### src/rtl/score_keeper.sv
// score_keeper: game FSM with saturating BCD score, high score and frame-skip speed-up
// Ports:
//   clk          system clock
//   resetn       synchronous active-low reset
//   frame_tick   one-cycle pulse per frame
//   start        starts or restarts a game
//   collision    ends the running game
//   score_bcd    current score, 4 BCD digits, [3:0] = ones
//   hiscore_bcd  best score since reset, 4 BCD digits
//   skip         frame-skip value for the skip counter
//   running      high in RUN
//   game_over    high in OVER
//   new_record   high in OVER when the last game beat the high score
module score_keeper #(
    parameter int          TICKS_PER_POINT = 6,
    parameter logic [3:0]  INIT_SKIP       = 4'd3
) (
    input  logic        clk,
    input  logic        resetn,
    input  logic        frame_tick,
    input  logic        start,
    input  logic        collision,
    output logic [15:0] score_bcd,
    output logic [15:0] hiscore_bcd,
    output logic [3:0]  skip,
    output logic        running,
    output logic        game_over,
    output logic        new_record
);
    typedef enum logic [1:0] {IDLE, RUN, OVER} state_t;
    localparam logic [3:0] SUB_INIT = 4'(TICKS_PER_POINT - 1);
    state_t      state_q;
    logic [15:0] score_q, hiscore_q, score_d;
    logic [3:0]  skip_q, sub_q;
    logic        running_q, game_over_q, new_record_q;
    logic        carry, sat, hundred;
    // BCD ripple increment: a 9 rolls to 0 and passes the carry upward
    always_comb begin
        score_d = score_q;
        carry = 1'b1;
        for (int i = 0; i < 4; i++) begin
            score_d[4*i +: 4] = carry ? (score_q[4*i +: 4] == 4'd9 ? 4'd0 : score_q[4*i +: 4] + 4'd1) : score_q[4*i +: 4];
            carry = carry && (score_q[4*i +: 4] == 4'd9);
        end
    end
    assign sat     = score_q == 16'h9999;
    assign hundred = score_d[7:0] == 8'h00;
    always_ff @(posedge clk) begin
        if (!resetn) begin
            state_q      <= IDLE;
            score_q      <= '0;
            hiscore_q    <= '0;
            skip_q       <= INIT_SKIP;
            sub_q        <= SUB_INIT;
            running_q    <= 1'b0;
            game_over_q  <= 1'b0;
            new_record_q <= 1'b0;
        end else begin
            case (state_q)
                RUN: begin
                    if (collision) begin
                        state_q     <= OVER;
                        running_q   <= 1'b0;
                        game_over_q <= 1'b1;
                        if (score_q > hiscore_q) begin
                            hiscore_q    <= score_q;
                            new_record_q <= 1'b1;
                        end else begin
                            new_record_q <= 1'b0;
                        end
                    end else if (frame_tick) begin
                        if (sub_q == 4'd0) begin
                            sub_q <= SUB_INIT;
                            if (!sat) begin
                                score_q <= score_d;
                                if (hundred && skip_q != 4'd0) skip_q <= skip_q - 4'd1;
                            end
                        end else begin
                            sub_q <= sub_q - 4'd1;
                        end
                    end
                end
                default: begin
                    // IDLE and OVER both start a fresh game on start
                    if (start) begin
                        state_q      <= RUN;
                        running_q    <= 1'b1;
                        game_over_q  <= 1'b0;
                        score_q      <= '0;
                        sub_q        <= SUB_INIT;
                        skip_q       <= INIT_SKIP;
                        new_record_q <= 1'b0;
                    end
                end
            endcase
        end
    end
    assign score_bcd   = score_q;
    assign hiscore_bcd = hiscore_q;
    assign skip        = skip_q;
    assign running     = running_q;
    assign game_over   = game_over_q;
    assign new_record  = new_record_q;
endmodule

### config.mk
export PLATFORM = sky130hd
export DESIGN_NAME = score_keeper
export DESIGN_NICKNAME = d
export VERILOG_FILES = /design/src/rtl/score_keeper.sv
export SDC_FILE = /design/constraint.sdc
export NUM_CORES = 1
export LEC_CHECK = 0
export CAP_MARGIN = 20
export CORE_ASPECT_RATIO = 1.2
export CORE_MARGIN = 3
export CORE_UTILIZATION = 53
export CTS_CLUSTER_DIAMETER = 150
export DETAILED_ROUTE_END_ITERATION = 6
export PLACE_DENSITY = 0.78
export SETUP_SLACK_MARGIN = 0.02
export SLEW_MARGIN = 30
export SYNTH_ARGS = -nofsm -noshare
export SYNTH_HDL_FRONTEND = slang
export SYNTH_SLANG_ARGS = --single-unit
export TNS_END_PERCENT = 5
### constraint.sdc
create_clock -name clk -period 3.43 [get_ports clk]
set_clock_uncertainty 0.2 [all_clocks]
set_input_delay 0.8575 -clock clk [delete_from_list [all_inputs] [get_ports clk]]
set_output_delay 0.8575 -clock clk [all_outputs]
set_load 0.01 [all_outputs]
==> qor.log, run 1 <==
[routing] count of routing violations after the opening detailed-route iteration 168
[logic_synthesis] xor and xnor area share after synthesis 0.00330
[placed_design] weighted congestion reported at the end of routability-driven placement 0.808
[logic_synthesis] Cell variety after synth 50
[layout] final net count 399
[worst_hold_path] worst min-delay path class reg -> reg
[sta] post-route minimum period 2.78 ns
[sta] final hold violation count 0
[sta] relative slew slack 0.591
[cts] clock root buffer master sky130_fd_sc_hd__clkbuf_8
[routing] DRC 0
[floorplanning] FP Rows 27
[power] combinational share of power 0.145
[power] Clock Power Share 0.307
[critical_path] Setup crit end kind flip-flop
[layout] relative area change from synthesis to final layout 20.6%
[logic_synthesis] synthesis-stage register bit count 43
[critical_path] maximum fanout encountered on the critical timing path 13
[routing] wire length per cell 14.5 microns
[critical_path] Data arrival, critical path 2.80 ns
[routing] via density per instance 5.80
[critical_path] top cell family by delay on the critical path simple AND/OR/NAND/NOR gates
[cts] clock edge transition at the registers on the reported setup and hold paths 0.07 ns
[sta] total negative setup slack 0 ns
[logic_synthesis] count of flip-flops with a built-in enable after synthesis 0
[cts] total CTS buffers 5
[placed_design] Cell Area, Placed 0.00313 sq mm
[critical_path] buffers plus inverters on the worst setup path 1
[logic_synthesis] mux share of post-synthesis cell area 0.0683
[grt] met3 track utilization from global routing 0.0458
[grt] GRT busiest layer met2
[floorplanning] Starting Density 0.562
[logic_synthesis] post-synthesis async set-or-reset flop share 0
[cts] PostCTS Resize Cnt 0
[cts] CTS tree built
[floorplanning] height of the die 83.6 microns
[placed_design] number of port buffers 43
[grt] global-route congestion overflow total 0
[power] switching power share of the total 0.260
[sta] final setup violation count 0
[logic_synthesis] post-synthesis average cell area 8.07 sq um
[sta] setup repair after global routing missed its margin no
[layout] share of cells above drive strength 1 0.0516
[logic_synthesis] area of the mapped netlist 0.00266 sq mm
[grt] routing usage on met2 0.358
[logic_synthesis] most frequently used flop master after synthesis sky130_fd_sc_hd__dfxtp_1
[critical_path] Worst setup SP type input port
[critical_path] Cell Chain, Critical Path clkdlybuf4s50_1 -> nor2b_1 -> mux2i_1 -> a211o_1 -> or4_1 -> a21oi_1
[logic_synthesis] Simple-Gate Fraction of Synth Area 0.238
[floorplanning] total die area 0.00590 sq mm
[layout] antenna fix cells 0
[grt] number of global-route vias before repair 2386
[cts] clock latency at the later pin of the worst-skew pair 0.28 ns
[grt] first-pass GRT wire length 10800 microns
[placed_design] placed wire-length estimate 4570 microns
[cts] Max Buffers Root-to-Sink 2
[routing] total routed wirelength 6180 microns
[logic_synthesis] Synth Instances 329
[run_status] result of the run complete, no violations
[logic_synthesis] number of warnings printed during yosys synthesis 0
[logic_synthesis] Post-Syn Nets 359
[floorplanning] area of the placeable core 0.00473 sq mm
[power] total power 0.000938 W
[sta] worst hold slack after final layout 0.274 ns
[logic_synthesis] Compound-Gate Fraction of Synth Area 0.176
[power] static power due to leakage 1.22 nW
[power] internal cell power 0.000694 W
[placed_design] Placement Setup Slack 0.379 ns
[grt] largest net degree at the start of global routing 28
[cts] number of buffers added for setup after CTS 0
[logic_synthesis] adder-cell share of the synthesized area 0.118
[layout] leading cell type in the layout, fill and taps excluded sky130_fd_sc_hd__nand2_1
[power] switching power 0.000243 W
[floorplanning] horizontal die dimension 70.6 microns
[layout] total non-filler cell area in the finished layout 0.00320 sq mm
[sta] crit path setup slack, layout 0.647 ns
[sta] highest clock frequency the design can meet 359 MHz
[sta] final worst path period share 0.811
[layout] most frequent cells in the layout 47 x sky130_fd_sc_hd__nand2_1, 43 x sky130_fd_sc_hd__dfxtp_1, 43 x sky130_fd_sc_hd__clkdlybuf4s50_1, 26 x sky130_fd_sc_hd__inv_1, 25 x sky130_fd_sc_hd__ha_1
[cts] number of hold buffers added after CTS 0
[logic_synthesis] register area share after synthesis 0.324
[job] max-cap check violation count 0
[grt] global routing met1 resource utilization 0.287
[cts] number of levels in the clock H-tree 2
[critical_path] required time reported for the critical path endpoint 3.44 ns
[critical_path] maximum single-stage delay on the critical path 0.54 ns
[routing] number of detailed-route iterations in the first pass 4
[power] sequential share of power 0.549
[cts] clock tree sinks 43
[power] Pwr per Cell Area 293 mW/mm^2
[critical_path] master of the slowest instance on the critical path sky130_fd_sc_hd__or4_1
[grt] overall global routing resource usage 0.218
[power] worst vdd ir 229 uV
[sta] worst slew pin tran 0.612 ns
[critical_path] critical path class in -> reg
[routing] total number of vias 2472
[floorplanning] count of pins on the block boundary 44
[sta] max-slew violation total from the final report 0
[routing] Routed Antenna Nets 0
[grt] number of antenna violations at the first check in global routing 0
[logic_synthesis] combinational family with the most area after synthesis simple AND/OR/NAND/NOR gates
sequential cells by signal, summed over array words and instances, names as in the netlist:
signal       flops
hiscore_bcd     16
score_bcd       16
skip             4
state_q          2
new_record       1
sub_q            4
synthesized netlist by cell type, drive strengths merged (2+ instances only):
cell type | n | area (sq um)
o21a | 4 | 30.0
nor3b | 3 | 22.5
a21oi | 24 | 120
nor2b | 3 | 18.8
o22ai | 2 | 12.5
nor2 | 16 | 60.1
a21o | 5 | 37.5
ha | 25 | 313
or3 | 2 | 12.5
nand3 | 13 | 65.1
o21ai | 9 | 45.0
dfxtp | 43 | 861
nand2 | 47 | 176
nor3 | 14 | 70.1
a211oi | 2 | 15.0
clkbuf | 11 | 41.3
nand3b | 4 | 30.0
a31oi | 4 | 25.0
nand4 | 10 | 62.6
or4 | 3 | 22.5
and3b | 2 | 17.5
buf | 8 | 53.8
nand2b | 4 | 25.0
nor4 | 3 | 18.8
a41o | 3 | 30.0
inv | 26 | 97.6
a2111oi | 2 | 23.8
mux2i | 17 | 170
o211ai | 3 | 22.5
power by group through the flow:
stage	clock network, W	logic [W]	registers [W]
floorplan	0	0.0000889	0.000526
global placement	0	0.000131	0.000526
detailed placement	0	0.000134	0.000526
CTS	0.000298	0.000135	0.000514
global route	0.000315	0.000151	0.000516
finish	0.000288	0.000136	0.000515
stage by stage:
stage                     utilization  cells
after floorplan                     -    329
after global placement          0.662    420
after detailed placement        0.662    420
after CTS                       0.678    426
after global routing            0.678    426
final                           0.678    426
cell families after synthesis:
group                    Yosys count
AND/OR/NAND/NOR                  127
adder cells (fa/ha/maj)           25
flip-flops                        43
buffers and inverters             45
XOR/XNOR                           1
AO/OA/AOI/OAI                     70
multiplexers                      18
worst min-delay path, stage by stage (launching register included):
cell and delay (ns):
sky130_fd_sc_hd__dfxtp_1 0.32, sky130_fd_sc_hd__nand2_1 0.05, sky130_fd_sc_hd__mux2i_1 0.05
path summary, 6_finish.rpt:
path	startpoint	end	slack (ns)	cells past startpoint
setup reg to reg	score_bcd[1]	score_bcd[9]	0.72	7
hold reg to reg	hiscore_bcd[11]	hiscore_bcd[11]	0.27	2
hold / removal	hiscore_bcd[11]	hiscore_bcd[11]	0.27	2
setup / recovery	frame_tick	score_bcd[9]	0.65	6
cell type report:
class / instances / area (sq um)
Tap cell: 58 / 72.6
Timing Repair Buffer: 52 / 498
Inverter: 26 / 97.6
Fill cell: 412 / 1530
Multi-Input combinational cell: 241 / 1600
Sequential cell: 43 / 861
Clock buffer: 6 / 72.6
per-layer routing:
metal / wire, microns / vias to the layer above
li1: - / 1251
met1: 2770 / 1161
met4: 74 / 0
met2: 3070 / 52
met3: 270 / 8
met5: 0 / -
(Power assumes the default switching activity.)
==> inputs of run 2 (changes only) <==
CORE_UTILIZATION = 48   (was 53)
PLACE_DENSITY = 0.75   (was 0.78)
clock period = 2.5 ns   (was 3.43 ns; I/O delays follow)
==> qor.log, run 2 (synthesized netlist as in run 1, its figures left out) <==
[run_status] result of the run complete, no violations [unchanged]
[critical_path] required time reported for the critical path endpoint 2.51 ns [was 3.44 ns]
[floorplanning] area of the placeable core 0.00533 sq mm [was 0.00473 sq mm]
[layout] post-layout utilization of the core 0.644 [was 0.678]
[routing] total number of vias 2593 [was 2472]
[grt] overall global routing resource usage 0.221 [was 0.218]
[critical_path] Worst setup SP type input port [unchanged]
[routing] number of detailed-route iterations in the first pass 4 [unchanged]
[cts] total CTS buffers 5 [unchanged]
[critical_path] critical path class in -> reg [unchanged]
[sta] final hold violation count 0 [unchanged]
[routing] Routed Antenna Nets 0 [unchanged]
[grt] largest net degree at the start of global routing 34 [was 28]
[layout] share of cells above drive strength 1 0.122 [was 0.0516]
[sta] final worst path period share 0.948
[placed_design] Inst Count DP 447 [was 420]
[routing] count of routing violations after the opening detailed-route iteration 93 [was 168]
[power] worst vdd ir 274 uV [was 229 uV]
[sta] setup repair after global routing missed its margin yes [was no]
[routing] via density per instance 5.70 [was 5.80]
[floorplanning] horizontal die dimension 73.9 microns [was 70.6 microns]
[layout] number of standard cells in the final layout excluding fillers 455 [was 426]
[placed_design] weighted congestion reported at the end of routability-driven placement 0.791 [was 0.808]
[sta] max-slew violation total from the final report 0 [unchanged]
[sta] post-route minimum period 2.37 ns
[sta] relative slew slack 0.726 [was 0.591]
[critical_path] setup slack of the most critical reg-to-reg path 0.15 ns [was 0.72 ns]
[power] Pwr per Cell Area 408 mW/mm^2 [was 293 mW/mm^2]
[placed_design] placed wire-length estimate 5000 microns [was 4570 microns]
[power] static power due to leakage 1.36 nW [was 1.22 nW]
[grt] number of global-route vias before repair 2525 [was 2386]
[critical_path] critical path startpoint frame_tick [unchanged]
[floorplanning] FP Rows 29 [was 27]
[routing] wire length per cell 14.4 microns [was 14.5 microns]
[critical_path] endpoint of the most critical setup path score_bcd[8] [was score_bcd[9]]
[critical_path] Data arrival, critical path 2.38 ns [was 2.80 ns]
[critical_path] Reg2Reg Launch Point score_bcd[1] [unchanged]
[layout] antenna fix cells 0 [unchanged]
[grt] number of antenna violations at the first check in global routing 0 [unchanged]
[floorplanning] height of the die 87.5 microns [was 83.6 microns]
[cts] clock edge transition at the registers on the reported setup and hold paths 0.08 ns [was 0.07 ns]
[layout] most frequent cells in the layout 47 x sky130_fd_sc_hd__nand2_1, 43 x sky130_fd_sc_hd__clkdlybuf4s50_1, 42 x sky130_fd_sc_hd__dfxtp_1, 31 x sky130_fd_sc_hd__buf_4, 26 x sky130_fd_sc_hd__inv_1 [was 47 x sky130_fd_sc_hd__nand2_1, 43 x sky130_fd_sc_hd__dfxtp_1, 43 x sky130_fd_sc_hd__clkdlybuf4s50_1, 26 x sky130_fd_sc_hd__inv_1, 25 x sky130_fd_sc_hd__ha_1]
[layout] relative area change from synthesis to final layout 29.4% [was 20.6%]
[cts] CTS tree built [unchanged]
[layout] combined area of the multi-input logic cells 0.00162 sq mm [was 0.00160 sq mm]
[cts] clock latency at the later pin of the worst-skew pair 0.29 ns [was 0.28 ns]
[layout] leading cell type in the layout, fill and taps excluded sky130_fd_sc_hd__nand2_1 [unchanged]
[sta] worst slew pin tran 0.410 ns [was 0.612 ns]
[grt] first-pass GRT wire length 11300 microns [was 10800 microns]
[grt] global-route congestion overflow total 0 [unchanged]
[layout] Layout fillers 502 [was 412]
[sta] final setup violation count 0 [unchanged]
[cts] number of buffers added for setup after CTS 0 [unchanged]
[layout] final net count 422 [was 399]
[cts] PostCTS Resize Cnt 0 [unchanged]
[worst_hold_path] number of cells on the worst hold path 2 [unchanged]
[placed_design] number of port buffers 43 [unchanged]
[sta] highest clock frequency the design can meet 422 MHz
[layout] total area of sequential cells 862 sq um [was 861 sq um]
[critical_path] maximum fanout encountered on the critical timing path 8 [was 13]
[critical_path] destination of the worst register-to-register timing path score_bcd[8] [was score_bcd[9]]
[cts] number of levels in the clock H-tree 2 [unchanged]
[critical_path] Cell Chain, Critical Path clkdlybuf4s50_1 -> nor2b_1 -> mux2i_1 -> a211o_1 -> or3_1 -> o31ai_1 [was clkdlybuf4s50_1 -> nor2b_1 -> mux2i_1 -> a211o_1 -> or4_1 -> a21oi_1]
[critical_path] depth of the most critical reg-to-reg path 7 [unchanged]
[cts] Max Buffers Root-to-Sink 2 [unchanged]
[job] max-cap check violation count 0 [unchanged]
[floorplanning] Starting Density 0.498 [was 0.562]
[cts] number of hold buffers added after CTS 0 [unchanged]
[floorplanning] total die area 0.00647 sq mm [was 0.00590 sq mm]
[routing] DRC 0 [unchanged]
[routing] total routed wirelength 6550 microns [was 6180 microns]
[cts] clock tree sinks 43 [unchanged]
[critical_path] Setup crit end kind flip-flop [unchanged]
[cts] clock root buffer master sky130_fd_sc_hd__clkbuf_8 [unchanged]
[worst_hold_path] worst min-delay path class reg -> reg [unchanged]
[critical_path] master of the slowest instance on the critical path sky130_fd_sc_hd__or3_1 [was sky130_fd_sc_hd__or4_1]
[critical_path] maximum single-stage delay on the critical path 0.46 ns [was 0.54 ns]
[floorplanning] count of pins on the block boundary 44 [unchanged]
run 2: changes by cell type in the layout (fill, tap and decap cells not counted):
cell / before / now
sky130_fd_sc_hd__buf_12: 0 / 1
sky130_fd_sc_hd__a211oi_2: 0 / 1
sky130_fd_sc_hd__a211oi_1: 2 / 1
sky130_fd_sc_hd__ha_2: 0 / 1
sky130_fd_sc_hd__a31oi_1: 4 / 3
sky130_fd_sc_hd__buf_4: 9 / 31
sky130_fd_sc_hd__a31oi_2: 0 / 1
sky130_fd_sc_hd__dfxtp_1: 43 / 42
sky130_fd_sc_hd__clkbuf_8: 5 / 7
sky130_fd_sc_hd__ha_1: 25 / 24
sky130_fd_sc_hd__dfxtp_2: 0 / 1
run 2: worst min-delay path by stage:
stage / start / end
2_1_floorplan: sub_q[3] / sub_q[3]
3_3_place_gp: hiscore_bcd[3] / hiscore_bcd[3]
3_5_place_dp: hiscore_bcd[6] / hiscore_bcd[6]
4_1_cts: hiscore_bcd[6] / hiscore_bcd[6]
5_1_grt: hiscore_bcd[14] / hiscore_bcd[14]
6_report: hiscore_bcd[6] / hiscore_bcd[6]
run 2: through the flow:
| stage | hold slack (ns) | setup TNS (ns) | instance area, sq um | power [W] | setup WS (ns) |
|---|---|---|---|---|---|
| 3_3_place_gp | 0.257 | -1.16 | 3320 | 0.000926 | -0.121 |
| 6_report | 0.273 | 0 | 3440 | 0.00140 | 0.129 |
| 3_5_place_dp | 0.263 | -1.93 | 3320 | 0.000930 | -0.166 |
| 2_1_floorplan | 0.263 | 0 | 2660 | 0.000844 | 0.0305 |
| 5_1_grt | 0.297 | 0 | 3440 | 0.00147 | 0.00121 |
| 4_1_cts | 0.275 | 0 | 3420 | 0.00141 | 0.0457 |
run 2: critical path: cells and delay by family:
family | cells | cell delay (ns)
multiplexers | 1 | 0.12
buffers and inverters | 1 | 0.44
AND/OR/NAND/NOR | 2 | 0.62
AO/OA/AOI/OAI | 2 | 0.58
run 2: report_power, final:
group / total, W / internal, W / switching (W) / leakage [nW]
clock network: 0.000485 / 0.000252 / 0.000233 / 0.0515
registers: 0.000700 / 0.000693 / 0.00000684 / 0.348
logic: 0.000219 / 0.0000941 / 0.000125 / 0.956
run 2: layout make-up:
class / instances / area share
multi-input cells: 241 / 0.470
flip-flops and latches: 43 / 0.251
repair buffers: 75 / 0.199
clock buffers: 8 / 0.0291
inverters: 26 / 0.0284
well taps: 62 / 0.0226
run 2: routing by layer:
| layer | GRT usage | share of wire | vias up |
|---|---|---|---|
| li1 | - | - | 1302 |
| met1 | 0.271 | 0.45 | 1214 |
| met2 | 0.378 | 0.50 | 64 |
| met3 | 0.0370 | 0.033 | 13 |
| met4 | 0.0873 | 0.020 | 0 |
| met5 | 0 | 0 | - |
==> inputs of run 3 (changes only) <==
CTS_CLUSTER_SIZE = 14   (was default)
GPL_ROUTABILITY_DRIVEN = 0   (was default)
SLEW_MARGIN = 20   (was 30)
==> results of run 3 <==
No change in the layout: final DEF, timing and power equal those of run 2.
